**config.mk**
```make
export PLATFORM = sky130hd
export DESIGN_NAME = ad_axis_inf_tx_flat
export DESIGN_NICKNAME = d
export VERILOG_FILES = /design/src/rtl/ad_axis_inf_tx_if.sv /design/src/rtl/ad_axis_inf_tx.sv /design/src/flat_wrapper.sv
export SDC_FILE = /design/constraint.sdc
export NUM_CORES = 1
export LEC_CHECK = 0
export BUFFER_PORTS_ARGS = -buffer_cell sky130_fd_sc_hd__buf_2
export CORE_MARGIN = 3
export CORE_UTILIZATION = 25
export CTS_CLUSTER_DIAMETER = 30
export DETAILED_ROUTE_END_ITERATION = 8
export SLEW_MARGIN = 20
export SYNTH_ARGS = -nofsm -noshare
export SYNTH_HDL_FRONTEND = slang
export SYNTH_SLANG_ARGS = --single-unit
```
**constraint.sdc**
```tcl
create_clock -name clk -period 4.5 [get_ports clk]
set_input_delay 0.45 -clock clk [delete_from_list [all_inputs] [get_ports clk]]
set_output_delay 0.45 -clock clk [all_outputs]
set_load 0.02 [all_outputs]
```
**src/rtl/ad_axis_inf_tx_if.sv**
```systemverilog
// AXI-stream handshake bundle feeding the transmit bridge.
// master drives the stream; slave (the bridge) returns ready.
interface ad_axis_inf_tx_if #(
  parameter int DATA_WIDTH = 16
);
  logic                  inf_valid;
  logic                  inf_last;
  logic [DATA_WIDTH-1:0] inf_data;
  logic                  inf_ready;

  modport master (
    output inf_valid,
    output inf_last,
    output inf_data,
    input  inf_ready
  );

  modport slave (
    input  inf_valid,
    input  inf_last,
    input  inf_data,
    output inf_ready
  );
endinterface

```
**src/rtl/ad_axis_inf_tx.sv**
```systemverilog
// AXI-stream slave to core bridge: small circular buffer drained one word per rd strobe.
// Optional registered occupancy output enabled by AD_AXIS_INF_TX_LEVEL_EN.
module ad_axis_inf_tx #(
  parameter int DATA_WIDTH = 16,
  parameter int ADDR_WIDTH = 3
) (
  input  logic                  clk,
  input  logic                  rst,
  ad_axis_inf_tx_if.slave       inf,
  input  logic                  rd,
  output logic                  valid,
  output logic                  last,
  output logic [DATA_WIDTH-1:0] data,
  output logic                  underflow
`ifdef AD_AXIS_INF_TX_LEVEL_EN
  ,
  output logic [ADDR_WIDTH:0]   level
`endif
);

  localparam int DEPTH = 1 << ADDR_WIDTH;
  localparam logic [ADDR_WIDTH:0] PTR_ONE = 1;

  // Pointer MSB is the wrap bit, distinguishing full from empty.
  logic [ADDR_WIDTH:0] wptr;
  logic [ADDR_WIDTH:0] rptr;
  logic [DATA_WIDTH:0] mem [DEPTH];

  logic empty;
  logic full;
  logic wr_en;
  logic rd_en;

  assign empty = (wptr == rptr);
  assign full  = (wptr[ADDR_WIDTH-1:0] == rptr[ADDR_WIDTH-1:0]) &&
                 (wptr[ADDR_WIDTH] != rptr[ADDR_WIDTH]);

  assign inf.inf_ready = ~full & ~rst;
  assign wr_en = inf.inf_valid & inf.inf_ready;
  assign rd_en = rd & ~empty;

  // NOTE: storage has no reset; pointers alone define which entries are live.
  always_ff @(posedge clk) begin
    if (wr_en) begin
      mem[wptr[ADDR_WIDTH-1:0]] <= {inf.inf_last, inf.inf_data};
    end
  end

  // NOTE: non-blocking assignments so every register samples pre-edge values.
  always_ff @(posedge clk) begin
    if (rst) begin
      wptr      <= '0;
      rptr      <= '0;
      valid     <= 1'b0;
      last      <= 1'b0;
      data      <= '0;
      underflow <= 1'b0;
    end else begin
      if (wr_en) begin
        wptr <= wptr + PTR_ONE;
      end
      if (rd_en) begin
        rptr <= rptr + PTR_ONE;
        {last, data} <= mem[rptr[ADDR_WIDTH-1:0]];
      end else begin
        {last, data} <= '0;
      end
      valid     <= rd_en;
      underflow <= rd & empty;
    end
  end

`ifdef AD_AXIS_INF_TX_LEVEL_EN
  always_ff @(posedge clk) begin
    if (rst) begin
      level <= '0;
    end else begin
      level <= wptr - rptr;
    end
  end
`endif

endmodule

```
**src/flat_wrapper.sv**
```systemverilog
// flat-port wrapper written by rule: the top's interface ports become plain ports
module ad_axis_inf_tx_flat 
#(
  parameter int DATA_WIDTH = 16,
  parameter int ADDR_WIDTH = 3
)
  (clk, rst, rd, valid, last, data, underflow, inf_inf_valid, inf_inf_last, inf_inf_data, inf_inf_ready);
  ad_axis_inf_tx_if #(.DATA_WIDTH(DATA_WIDTH)) inf_i ();
  input  logic clk;
  input  logic rst;
  input  logic rd;
  output logic valid;
  output logic last;
  output logic [DATA_WIDTH-1:0] data;
  output logic underflow;
  input wire logic [$bits(inf_i.inf_valid)-1:0] inf_inf_valid;
  input wire logic [$bits(inf_i.inf_last)-1:0] inf_inf_last;
  input wire logic [$bits(inf_i.inf_data)-1:0] inf_inf_data;
  output wire logic [$bits(inf_i.inf_ready)-1:0] inf_inf_ready;
  assign inf_i.inf_valid = inf_inf_valid;
  assign inf_i.inf_last = inf_inf_last;
  assign inf_i.inf_data = inf_inf_data;
  assign inf_inf_ready = inf_i.inf_ready;
  ad_axis_inf_tx #(.DATA_WIDTH(DATA_WIDTH), .ADDR_WIDTH(ADDR_WIDTH)) u_core (.clk(clk), .rst(rst), .inf(inf_i), .rd(rd), .valid(valid), .last(last), .data(data), .underflow(underflow));
endmodule
```
==> run metrics <==
setup repair after global routing missed its margin=no; crit path launch type=flop; post-synth top area cell=edfxtp_1; starting density of the core=0.256; outcome=finished, final reports clean; cell family contributing the most delay on the critical path=simple AND/OR/NAND/NOR gates; met1 layer usage reported by global route=0.120; final net count=376; number of max-slew violations in the final report=0; Crit Path Category=reg -> reg; violation count after the first detailed-routing iteration=199; number of fillers in the final layout=2,299; clock root buffer master=clkbuf_16; Slowest-stage cell, CP=nor3_2; actual slew at the worst max-slew pin=996 ps; synthesized area per cell=20.3 um2; post-CTS setup buffers=0; routed wire length=11,500 um; die footprint=26,100 um2; standard cell core area=23,600 um2; clock transition at the registers of the reported paths=60 ps; Post-Syn Area=6060 um2; Resized cells post-CTS=0; Post-DRT Antenna Nets=0; cells along the critical path=buf_4 > xnor2_2 > a41oi_2 > nand2b_1 > nor3_2 > buf_4; fraction of final layout cells with drive strength greater than 1=0.336; number of remaining DRC errors=0; nature of the critical path endpoint=flop; share of power burned in combinational logic=0.118; Most common cell on crit path=buf_4; internal power=2.64 mW; class of the tightest hold or removal check=in -> reg; Sequential Power Share=0.491; power density normalized to cell area=478 nW/um2; minimum clock period after layout=2800 ps; ratio of final minimum period to clock period=0.623; most heavily used metal layer in global routing=met2; Synth Warn #=0; maximum number of pins on one net before global-route repair=39; clock latency at the later pin of the worst-skew pair=420 ps; most used cells in the layout excluding fill and tap cells=edfxtp_1 (136), buf_2 (40), mux4_2 (34); cells after synthesis=298; critical path required time=4620 ps; WP data arrival=2920 ps; met3 usage in global routing=0.0321; global-route wire length before repair=18,000 um; Switching Share=0.237; count of endpoints failing hold in the final timing report=0; die span in y=162 um; top-area cell type share of the netlist area=0.674; TritonCTS clock tree=yes; most common cell after layout, fill and taps aside=edfxtp_1; largest cells by area after synthesis=edfxtp_1 (67%), mux4_2 (13%), dfxtp_1 (8.9%); critical path peak fanout=38; GRT met2 Usage=0.142; final setup skew=7.69 ps; Final Util=0.306; detailed placer's ending HPWL=6850 um; num ports=41; count of buffering cells on the critical path with inverters included=2; reported max-cap violation count=0; flop and latch count out of synthesis=163; number of I/O port buffers=40; # H-tree levels=4; Sum Neg Setup Slack=0 ps; overall track demand over capacity in global routing=0.0932; total number of vias=2,874; count of hold buffers inserted by post-cts repair=0; number of clock buffers inserted by TritonCTS=17; register-to-register path setup slack=1700 ps; CP max stage delay=710 ps; maximum root-to-sink buffer count=2; Mapped Nets=321; setup violation total in the final timing report=0; via density per instance=4.20; max frequency=357 MHz; wire length per cell after detailed routing=16.7 um; antenna violations before repair=1; maximum resistive drop on vdd=195 uV; power dissipated by switching net loads=0.819 mW; Clk pwr share=0.391; leakage dissipation=2.32 nW; Die X-Extent=162 um; routability-driven placement congestion ratio=0.715; GRT overflow=0; via count of the first global-routing pass=3,131; area growth from synthesis to layout=19.3%; clock sink count=163; relative max-transition margin=0.336; row count=56; number of diodes=0; portion of the post-synthesis area used by sequential elements=0.764; detailed-router iteration count before antenna repair=4; count of cell types in the netlist=28
==> logic make-up after synthesis <==
logic type / Yosys count / share of synthesized area
flops: 163 / 0.764
mux: 52 / 0.156
simple gates: 46 / 0.0351
buf+inv: 17 / 0.0140
compound gates: 11 / 0.0130
xor+xnor: 7 / 0.0138
fa+ha+maj: 2 / 0.00413
==> power groups by stage <==
| stage | logic [mW] | clock network, mW | registers (mW) |
|---|---|---|---|
| global route | 0.448 | 1.46 | 1.70 |
| finish | 0.406 | 1.35 | 1.70 |
| detailed placement | 0.418 | 0 | 1.73 |
| global placement | 0.411 | 0 | 1.73 |
| floorplan | 0.294 | 0 | 1.75 |
| CTS | 0.419 | 1.39 | 1.70 |
==> cell type report <==
type                            instances  area [um2]  area share
Sequential cell                       163        4630       0.640
Multi-Input combinational cell        118        1360       0.188
Clock buffer                           17         425      0.0589
Tap cell                              319         399      0.0552
Timing Repair Buffer                   50         275      0.0381
Clock inverter                         15         134      0.0185
Inverter                                3        11.3     0.00156
==> cells in the mapped netlist <==
library cell  number
a21oi_1            3
a41o_1             1
a41oi_1            2
a41oi_2            1
and4_1             1
buf_2              7
buf_4              1
buf_6              1
clkbuf_1           4
clkbuf_2           1
dfxtp_1           27
edfxtp_1         136
ha_1               2
inv_1              3
mux2i_1           18
mux4_2            34
nand2_1            5
nand2b_1           7
nand3_1            2
nand3b_1           1
nand4_1            1
nor2_1            24
nor3_1             3
o21ai_0            4
or3_1              2
xnor2_1            2
xnor2_2            3
xor2_1             2
==> path summary, 6_finish.rpt <==
kind / from / end / cells after the start
setup / recovery: u_core.rptr[1]$_SDFFE_PP0P_ / u_core.mem[0][14]$_DFFE_PP_ / 6
hold / removal: inf_inf_data[7] / u_core.mem[2][7]$_DFFE_PP_ / 1
setup reg to reg: u_core.rptr[1]$_SDFFE_PP0P_ / u_core.mem[0][14]$_DFFE_PP_ / 6
hold reg to reg: u_core.wptr[3]$_SDFFE_PP0P_ / u_core.wptr[3]$_SDFFE_PP0P_ / 1
==> routing by layer <==
metal / routed length (um) / share of wire
met5: 20 / 0.0017
met1: 5100 / 0.44
met4: 222 / 0.019
met3: 525 / 0.046
met2: 5600 / 0.49
==> sequential cells by signal, summed over array words and instances (netlist names) <==
signal / flops
u_core.last: 1
u_core.rptr: 4
u_core.valid: 1
u_core.wptr: 4
u_core.underflow: 1
u_core.mem: 136
u_core.data: 16
==> stage by stage <==
step / cells / instance area, um2 / hold WS (ps) / worst slack, ps / total power, mW
detailed placement: 653 / 6670 / 503 / 1640 / 2.15
CTS: 685 / 7230 / 274 / 1560 / 3.50
finish: 685 / 7230 / 297 / 1700 / 3.45
global placement: 653 / 6670 / 490 / 1710 / 2.14
floorplan: 298 / 6060 / 477 / 1850 / 2.04
global route: 685 / 7230 / 293 / 1400 / 3.61
Power figures use the tool's default switching activity.
